File: config.mk
export PLATFORM = sky130hd
export DESIGN_NAME = ipsxe_floating_point_round_pipe_v1_0
export DESIGN_NICKNAME = d
export VERILOG_FILES = /design/src/rtl/ipsxe_floating_point_round_pipe_v1_0.sv
export SDC_FILE = /design/constraint.sdc
export NUM_CORES = 1
export LEC_CHECK = 0
export BUFFER_PORTS_ARGS = -buffer_cell sky130_fd_sc_hd__clkbuf_2
export CAP_MARGIN = 20
export CORE_UTILIZATION = 55
export CTS_BUF_LIST = sky130_fd_sc_hd__clkbuf_4 sky130_fd_sc_hd__clkbuf_8 sky130_fd_sc_hd__clkbuf_16
export DETAILED_ROUTE_END_ITERATION = 10
export HOLD_SLACK_MARGIN = 0.1
export PLACE_DENSITY = 0.81
export RECOVER_POWER = 25
export SLEW_MARGIN = 20
export SYNTH_ARGS = -nofsm -noshare
export SYNTH_HDL_FRONTEND = slang
export SYNTH_SLANG_ARGS = --single-unit
File: constraint.sdc
create_clock -name i_aclk -period 4.9 [get_ports i_aclk]
set_input_delay 0.245 -clock i_aclk [delete_from_list [all_inputs] [get_ports i_aclk]]
set_output_delay 0.245 -clock i_aclk [all_outputs]
set_load 0.01 [all_outputs]
File: src/rtl/ipsxe_floating_point_round_pipe_v1_0.sv
// -----------------------------------------------------------------------------
// ipsxe_floating_point_round_pipe_v1_0
//
// Rounding / saturation stage of the float-to-fixed path. Takes a sign plus an
// already-aligned unsigned magnitude (integer part with hidden one, and the
// fraction bits below it). It rounds the value according to the selected mode
// and saturates it into a signed two's-complement integer of INT_BIT bits.
// There are two register stages (S1, S2) with a valid/ready handshake and a
// global clock enable.
//
// Optional feature macro: IPSXE_FLT_ROUND_MODE_EN
//   defined   : i_rnd_mode selects RNE/RTZ/RUP/RDN/RNA (5-7 behave as RNE)
//   undefined : rounding is fixed to RNE and i_rnd_mode is ignored
//
// Parameters
//   INT_BIT   width of i_int and of the signed result o_data (>= 2)
//   FRAC_BIT  width of i_frac (>= 2)
//
// Ports
//   i_aclk      clock
//   i_rst       synchronous reset, active-high (clears the pipeline)
//   i_aclken    clock enable; low freezes every register and transfer
//   i_valid     input beat valid
//   o_ready     a beat can be accepted this cycle
//   i_sign      sign of the value (1 = negative)
//   i_int       unsigned integer magnitude
//   i_frac      fraction bits below the LSB of i_int
//   i_rnd_mode  0 RNE, 1 RTZ, 2 RUP, 3 RDN, 4 RNA
//   o_valid     output beat valid
//   i_ready     downstream accepts the output beat
//   o_data      rounded, saturated signed result
//   o_inexact   fraction was nonzero or the result saturated
//   o_overflow  result saturated
// -----------------------------------------------------------------------------
module ipsxe_floating_point_round_pipe_v1_0 #(
    parameter int INT_BIT  = 32,
    parameter int FRAC_BIT = 24
) (
    input  logic                i_aclk,
    input  logic                i_rst,
    input  logic                i_aclken,
    input  logic                i_valid,
    output logic                o_ready,
    input  logic                i_sign,
    input  logic [INT_BIT-1:0]  i_int,
    input  logic [FRAC_BIT-1:0] i_frac,
    input  logic [2:0]          i_rnd_mode,
    output logic                o_valid,
    input  logic                i_ready,
    output logic [INT_BIT-1:0]  o_data,
    output logic                o_inexact,
    output logic                o_overflow
);

    localparam logic [2:0] MODE_RNE = 3'd0;
    localparam logic [2:0] MODE_RTZ = 3'd1;
    localparam logic [2:0] MODE_RUP = 3'd2;
    localparam logic [2:0] MODE_RDN = 3'd3;
    localparam logic [2:0] MODE_RNA = 3'd4;

    // Fraction pattern of exactly one half: 100...0
    localparam logic [FRAC_BIT-1:0] FRAC_HALF = {1'b1, {(FRAC_BIT-1){1'b0}}};

    // Largest magnitudes representable for a positive / negative result,
    // expressed at INT_BIT+1 bits so the carry of the increment is kept.
    localparam logic [INT_BIT:0] POS_LIMIT = {2'b00, {(INT_BIT-1){1'b1}}};
    localparam logic [INT_BIT:0] NEG_LIMIT = {2'b01, {(INT_BIT-1){1'b0}}};

    localparam logic [INT_BIT-1:0] SAT_POS = {1'b0, {(INT_BIT-1){1'b1}}};
    localparam logic [INT_BIT-1:0] SAT_NEG = {1'b1, {(INT_BIT-1){1'b0}}};

    // -------------------------------------------------------------------------
    // Handshake
    // -------------------------------------------------------------------------
    logic s1_valid;
    logic s2_open;   // S2 is empty or its beat leaves this cycle
    logic s1_open;   // S1 is empty or its beat moves into S2 this cycle

    assign s2_open = !o_valid || i_ready;
    assign s1_open = !s1_valid || s2_open;
    // Combinational from downstream ready so a full pipeline streams without
    // a bubble.
    assign o_ready = i_aclken && !i_rst && s1_open;

    // -------------------------------------------------------------------------
    // S1: capture operands and pre-classify the fraction
    // -------------------------------------------------------------------------
    logic                s1_sign;
    logic [INT_BIT-1:0]  s1_int;
    logic                s1_half;
    logic                s1_above;
    logic                s1_nz;
    logic [2:0]          mode_eff;

    always_ff @(posedge i_aclk) begin
        // NOTE: state registers use non-blocking assignments so every flop
        // samples values from before the edge, whatever the order of blocks.
        if (i_rst) begin
            s1_valid <= 1'b0;
        end else if (i_aclken && s1_open) begin
            s1_valid <= i_valid;
        end
    end

    // NOTE: the payload flops are intentionally not reset; the valid bits
    // qualify them, and leaving them out of reset keeps the reset fan-out small.
    always_ff @(posedge i_aclk) begin
        if (i_aclken && s1_open && i_valid) begin
            s1_sign  <= i_sign;
            s1_int   <= i_int;
            s1_half  <= (i_frac == FRAC_HALF);
            s1_above <= (i_frac > FRAC_HALF);
            s1_nz    <= |i_frac;
        end
    end

`ifdef IPSXE_FLT_ROUND_MODE_EN
    logic [2:0] s1_mode;

    always_ff @(posedge i_aclk) begin
        if (i_aclken && s1_open && i_valid) begin
            s1_mode <= i_rnd_mode;
        end
    end

    assign mode_eff = s1_mode;
`else
    // The port is kept so both builds share one interface.
    logic unused_rnd_mode;
    assign unused_rnd_mode = ^i_rnd_mode;
    assign mode_eff        = MODE_RNE;
`endif

    // -------------------------------------------------------------------------
    // S2 datapath: round, then saturate
    // -------------------------------------------------------------------------
    logic               inc;
    logic [INT_BIT:0]   mag;
    logic               ovf;
    logic [INT_BIT-1:0] mag_lo;
    logic [INT_BIT-1:0] result;

    always_comb begin
        // NOTE: every always_comb output gets a default first, so no path can
        // leave it unassigned and infer a latch.
        inc = 1'b0;
        case (mode_eff)
            MODE_RTZ: inc = 1'b0;
            MODE_RUP: inc = s1_nz && !s1_sign;
            MODE_RDN: inc = s1_nz && s1_sign;
            MODE_RNA: inc = s1_above || s1_half;
            // RNE, and the reserved codes 5-7
            default:  inc = s1_above || (s1_half && s1_int[0]);
        endcase
    end

    // One extra bit keeps the carry out of the increment (no wrap).
    assign mag    = {1'b0, s1_int} + {{INT_BIT{1'b0}}, inc};
    assign ovf    = s1_sign ? (mag > NEG_LIMIT) : (mag > POS_LIMIT);
    assign mag_lo = mag[INT_BIT-1:0];

    // For the negative side a magnitude of exactly 2^(INT_BIT-1) is legal and
    // its low bits negate to 100..0. Negating zero gives zero.
    assign result = ovf     ? (s1_sign ? SAT_NEG : SAT_POS)
                  : s1_sign ? ({INT_BIT{1'b0}} - mag_lo)
                  :           mag_lo;

    always_ff @(posedge i_aclk) begin
        if (i_rst) begin
            o_valid    <= 1'b0;
            o_data     <= '0;
            o_inexact  <= 1'b0;
            o_overflow <= 1'b0;
        end else if (i_aclken && s2_open) begin
            o_valid <= s1_valid;
            if (s1_valid) begin
                o_data     <= result;
                o_inexact  <= s1_nz || ovf;
                o_overflow <= ovf;
            end
        end
    end

endmodule

==> run_results.csv, run 1 <==
group,metric,value,unit
outcome,status,"finished, final reports clean",
floorplan,io_pins,101,
yosys,synth.avg_cell_area,8.60,um^2
floorplan,dieArea,8880,um^2
yosys,yosys.area_share.adder,1.34,%
cts,htree_levels,3,
floorplan,core-area,8220,um^2
yosys,yosysSeqAreaShare,38.5,%
worst_setup_path,critPathLaunchType,"flop",
yosys,yosysMostFrequentCell,"nor2_1",
yosys,synth_async_sr_flop_share,0,%
worst_setup_path,r2r_start,"s1_int[0]",
grt,grt_overflow_total,0,
worst_setup_path,worstSetupStartpoint,"s1_int[0]",
cells_and_area,final_area,5700,um^2
route,postRouteAntennaNets,0,
route,firstDrtPassIters,5,
route,post_drt_wl_per_cell,16.3,um
place,port_buffers,97,
yosys,ys_seq_elements,72,
cells_and_area,finish.net_count,722,
sta,hold_slack,0.179,ns
sta,finalSetupTns,0,ns
route,vias_per_cell,5.88,
yosys,synth_top_family_by_area,"simple AND/OR/NAND/NOR gates",
yosys,synth_mux_area_share,0.883,%
worst_setup_path,cp.arrival,4.42,ns
worst_setup_path,endpoint_kind,"flop",
sta,worst_slack,0.749,ns
yosys,synth.distinct_cells,64,
place,place_area,5150,um^2
cts,cts-resized-gates,0,
route,drtIter0Drc,315,
floorplan,initial_core_util,56.9,%
sta,period_minus_slack,4.15,ns
cts,cts_tree,"yes",
sta,final-max-slew-violation-count,0,
floorplan,rows,33,
sta,min_period_over_period,84.7,%
cts,clk_path_buf_depth,2,
yosys,netlist_top_cells_count,"nor2_1 (56), nand2_1 (40), xnor2_1 (39)",
cts,hold_buffers,33,
worst_setup_path,path_max_fanout,22,
power,power_density,253,nW/um^2
cells_and_area,regArea,1800,um^2
grt,grt_pass1_vias,4320,
yosys,synth_edf_count,36,
yosys,synth_nets,614,
sta,tightest_slew,0.723,ns
cells_and_area,syn_to_final_growth,21.8,%
route,drc,0,
grt,grt_max_degree,37,
yosys,yosysTopAreaCell,"edfxtp_1",
place,dp_hpwl,8.69,mm
cts,clk_pin_slew_worst_paths,0.08,ns
cts,cts_root_buffer,"clkbuf_8",
sta,setup_viol,0,
floorplan,die_x,94.2,um
grt,grt_pass1_wl,20.4,mm
cells_and_area,multi_input_area,2650,um^2
sta,finClkSkew,0.0127,ns
place,post-place-cells,712,
floorplan,die_y,94.2,um
cts,clkSinkCount,72,
worst_hold_path,timing.hold.worst.start,"i_frac[23]",
yosys,synth_xor_area_share,10.1,%
job,cap_violations,0,
cells_and_area,n_fill_cell,686,
sta,slew_headroom,51.1,%
yosys,synthSimpleGateAreaFrac,27.8,%
yosys,synth_top_area_share,23.1,%
yosys,synthFlopType,"edfxtp_1",
cells_and_area,antenna_cells,0,
grt,grtUsageTotal,30.1,%
power,ir_drop,0.167,mV
place,routabilityCongestion,0.909,
grt,antenna_found_initial,0,
cells_and_area,drive_above_1_share,21.3,%
cells_and_area,instances_no_fill,762,
power,leakagePower,2.13,nW
worst_hold_path,worstHoldPathType,"input port to flop",
worst_setup_path,critPathKind,"flop to flop",
sta,hold_viol,0,
cells_and_area,reg.largest.list,"o_data: 32 flops, s1_int: 32 flops",
worst_setup_path,crit_required,5.17,ns
yosys,syn_inst,544,
sta,rsz0062_at_grt,"false",
cts,clkLatencyLatePin,0.36,ns
cts,post-cts-setup-buffer-count,0,
yosys,syn_area,4680,um^2
route,num_vias,4480,
sta,max_freq,0.241,GHz
yosys,synth_warnings,0,
place,dp_slack,0.849,ns
yosys,synthTopCellsByArea,"edfxtp_1 (23%), dfxtp_1 (15%), xnor2_1 (7.3%)",
cts,cts_inserted_buffers,9,
yosys,synth_compound_area_share,16.2,%
route,wirelength,12.4,mm
## power by group
group | internal, mW | total (mW) | switching (mW)
clock | 0.237 | 0.454 | 0.218
combinational | 0.123 | 0.273 | 0.150
sequential | 0.669 | 0.714 | 0.0449
total | 1.03 | 1.44 | 0.412
## critical path, stage by stage (launching register included)
cell      delay [ns]
edfxtp_1        0.40
a21o_1          0.16
ha_1            0.15
ha_1            0.34
nand3_1         0.30
nor4_4          0.43
mux2_2          0.39
o31ai_1         0.45
nand3b_1        0.21
nor4_2          0.41
a31o_2          0.26
buf_4           0.25
a21oi_1         0.12
nor3_1          0.19
## layout by cell type, fill, tap and decap left out, drive strengths merged, types with 8 or more instances in the layout
| cell type | Yosys | final |
|---|---|---|
| clkbuf | 15 | 110 |
| edfxtp | 36 | 36 |
| dfxtp | 36 | 36 |
| nor3 | 38 | 38 |
| or4 | 9 | 9 |
| a21oi | 36 | 36 |
| nand3 | 19 | 19 |
| o31ai | 10 | 10 |
| dlygate4sd3 | 0 | 33 |
| xnor2 | 39 | 39 |
| or3 | 11 | 11 |
| nor4 | 15 | 15 |
| xor2 | 15 | 15 |
| nand2 | 41 | 41 |
| nor2 | 57 | 57 |
| inv | 15 | 15 |
| a211oi | 10 | 10 |
| a31oi | 8 | 8 |
| nand4 | 17 | 17 |
| o21ai | 24 | 24 |
## layer usage
layer | global-route usage (%) | wire length (um) | vias to the layer above
met1 | 39.0 | 5530 | 2083
li1 | - | - | 2207
met2 | 49.6 | 5920 | 162
met3 | 4.29 | 659 | 28
met4 | 12.8 | 315 | 0
met5 | 0 | 0 | -
## path summary, 6_finish.rpt
kind / endpoint / depth (start not counted) / slack, ns
setup / recovery: o_data[16] / 13 / 0.75
hold / removal: s1_nz / 2 / 0.18
setup reg to reg: o_data[16] / 13 / 0.75
hold reg to reg: o_data[10] / 2 / 0.49
## cell type report
cell class,count,area share (%)
multi-input combinational,420,46.6
sequential,72,31.6
timing repair buffer,134,15.2
clock buffer,13,3.12
tap,105,2.31
inverter,15,0.988
clock inverter,3,0.241
## per-stage QoR
step	utilization [%]	power, mW
global placement	62.6	0.961
floorplan	-	0.889
detailed placement	62.7	0.969
global route	69.4	1.50
CTS	69.0	1.44
finish	69.4	1.44
## cell families after synthesis
family          Yosys count
buf+inv                  52
xor+xnor                 54
fa+ha+maj                 5
mux                       4
simple gates            242
flops                    72
compound gates          115
(Power assumes the default switching activity.)
==> run 2: changes to the inputs <==
Settings changed: CORE_UTILIZATION 55 to 50, PLACE_DENSITY 0.81 to 0.77.
Clock period 4.9 ns to 3.6 ns, I/O delays scaled along.
==> run 2 against run 1 <==
Against the previous run:
- combinational power increased by 54%
- first-iteration DRC count fell by 8.9%
- non-clock buffer count is 38 higher
- sequential share of layout area is 2.1 points lower
- critical path depth up 1
- highest routed layer unchanged
- worst setup slack lost 0.64 ns
- clock skew hardly changed
- cell area increased by 7.1%
==> run_results.csv, run 2 (synthesis results as in run 1) <==
group,metric,value,unit
route,postRouteAntennaNets,0,
cells_and_area,syn_to_final_growth,30.4,%
cells_and_area,regArea,1800,um^2
cells_and_area,final_common_cell,"clkbuf_2",
power,power_density,339,nW/um^2
job,cap_violations,0,
floorplan,dieArea,9750,um^2
place,dp_slack,-0.0171,ns
power,ir_drop,0.253,mV
worst_setup_path,cpMaxStageDelayCell,"edfxtp_1",
floorplan,die_x,98.7,um
worst_setup_path,critPathKind,"flop to flop",
cts,cts_root_buffer,"clkbuf_8",
sta,period_minus_slack,3.49,ns
floorplan,io_pins,101,
worst_setup_path,cp_top_family,"compound AO/OA/AOI/OAI gates",
power,leakagePower,2.35,nW
place,port_buffers,97,
route,wirelength,12.8,mm
sta,rsz0062_at_grt,"true",
cts,cts_tree,"yes",
cells_and_area,drive_above_1_share,26.8,%
grt,grtUsageTotal,26.8,%
sta,slew_headroom,54.7,%
cells_and_area,n_fill_cell,704,
route,vias_per_cell,5.80,
worst_setup_path,critPathLaunchType,"flop",
power,total_power,2.07,mW
cts,clk_pin_slew_worst_paths,0.08,ns
grt,grt_max_degree,37,
cells_and_area,layout_common_cells,"clkbuf_2 (96), nor2_1 (55), nand2_1 (40)",
worst_setup_path,cp_cell_sequence,"a21o_1 > ha_1 > ha_4 > buf_4 > buf_4 > nor3_1 > o31ai_1 > a21oi_1 > and2_1 > o2111ai_1 > nor3_2 > a31oi_1 > xnor2_1 > a31oi_1",
place,dp_hpwl,9.13,mm
place,place_area,5430,um^2
route,firstDrtPassIters,5,
sta,final-max-slew-violation-count,0,
floorplan,rows,34,
route,drc,0,
grt,grt_pass1_vias,4281,
floorplan,die_y,98.7,um
worst_setup_path,cp_num_buf_inv,2,
worst_setup_path,path_max_fanout,11,
cells_and_area,antenna_cells,0,
grt,grt_pass1_wl,20.6,mm
cells_and_area,finish.net_count,760,
sta,min_period_over_period,97.1,%
cts,clkLatencyLatePin,0.35,ns
cells_and_area,final_area,6100,um^2
floorplan,initial_core_util,52.6,%
sta,hold_viol,0,
worst_setup_path,r2r_slack,0.11,ns
cells_and_area,reg.largest.list,"o_data: 32 flops, s1_int: 32 flops",
route,drtIter0Drc,287,
sta,finClkSkew,0.0124,ns
sta,setup_viol,0,
sta,worst_slack,0.106,ns
floorplan,core-area,8890,um^2
cells_and_area,multi_input_area,2700,um^2
worst_hold_path,worstHoldPathType,"input port to flop",
cts,clkSinkCount,72,
cts,cts_inserted_buffers,9,
grt,antenna_found_initial,0,
sta,tightest_slew,0.679,ns
route,num_vias,4654,
worst_setup_path,endpoint_kind,"flop",
cts,htree_levels,3,
grt,grt_overflow_total,0,
outcome,status,"finished, final reports clean",
cts,clk_path_buf_depth,2,
sta,max_freq,0.286,GHz
worst_setup_path,crit_required,3.82,ns
place,routabilityCongestion,0.990,
worst_setup_path,cp.arrival,3.71,ns
route,post_drt_wl_per_cell,15.9,um
worst_setup_path,cp_slowest_stage_delay,0.42,ns
-- run 2: changes by cell type in the layout (fill, tap and decap cells not counted), sizes merged --
cell,delta
inv,+1
bufinv,+1
clkbuf,-1
buf,+37
-- run 2: stage by stage --
stage | setup TNS (ns) | cells | util (%) | hold WS [ns]
2_1_floorplan | 0 | 544 | - | 0.279
3_3_place_gp | 0 | 748 | 60.9 | 0.357
3_5_place_dp | -0.0171 | 749 | 61.0 | 0.359
4_1_cts | 0 | 798 | 67.2 | 0.118
5_1_grt | -0.0332 | 803 | 68.6 | 0.146
6_report | 0 | 803 | 68.6 | 0.118
-- run 2: metal layers --
metal  vias to the layer above  global-route usage (%)  part of all wire, %
met1                      2155                    36.3                   44
met5                         -                       0                    0
met3                        19                    2.91                  6.3
met4                         0                    7.69                  1.6
met2                       199                    45.3                   48
li1                       2281                       -                    -
-- run 2: final cells by class --
type                            count  area share (%)
Multi-Input combinational cell    420            44.2
Inverter                           15           0.923
Clock buffer                       11            2.67
Clock inverter                      5           0.841
Sequential cell                    72            29.5
Timing Repair Buffer              172            19.7
Tap cell                          108            2.21
-- run 2: worst paths after layout --
check / cells after the start / startpoint / endpoint
setup reg to reg: 14 / s1_int[0] / o_data[31]
hold / removal: 2 / i_frac[23] / s1_nz
setup / recovery: 14 / s1_int[0] / o_data[31]
hold reg to reg: 2 / o_valid / o_valid
-- run 2: what timing repair did --
item,CTS,global route
resized for setup,2,11
gates cloned,0,1
hold buffers,33,0
endpoints found under the setup margin,2,34
pin swaps,0,11
endpoints found under the hold margin,33,0
setup buffers,0,3
-- run 2: where the power goes --
part           switching [mW]  internal (mW)
clock network           0.308          0.378
registers              0.0515          0.910
logic                   0.224          0.196
total                   0.584           1.48
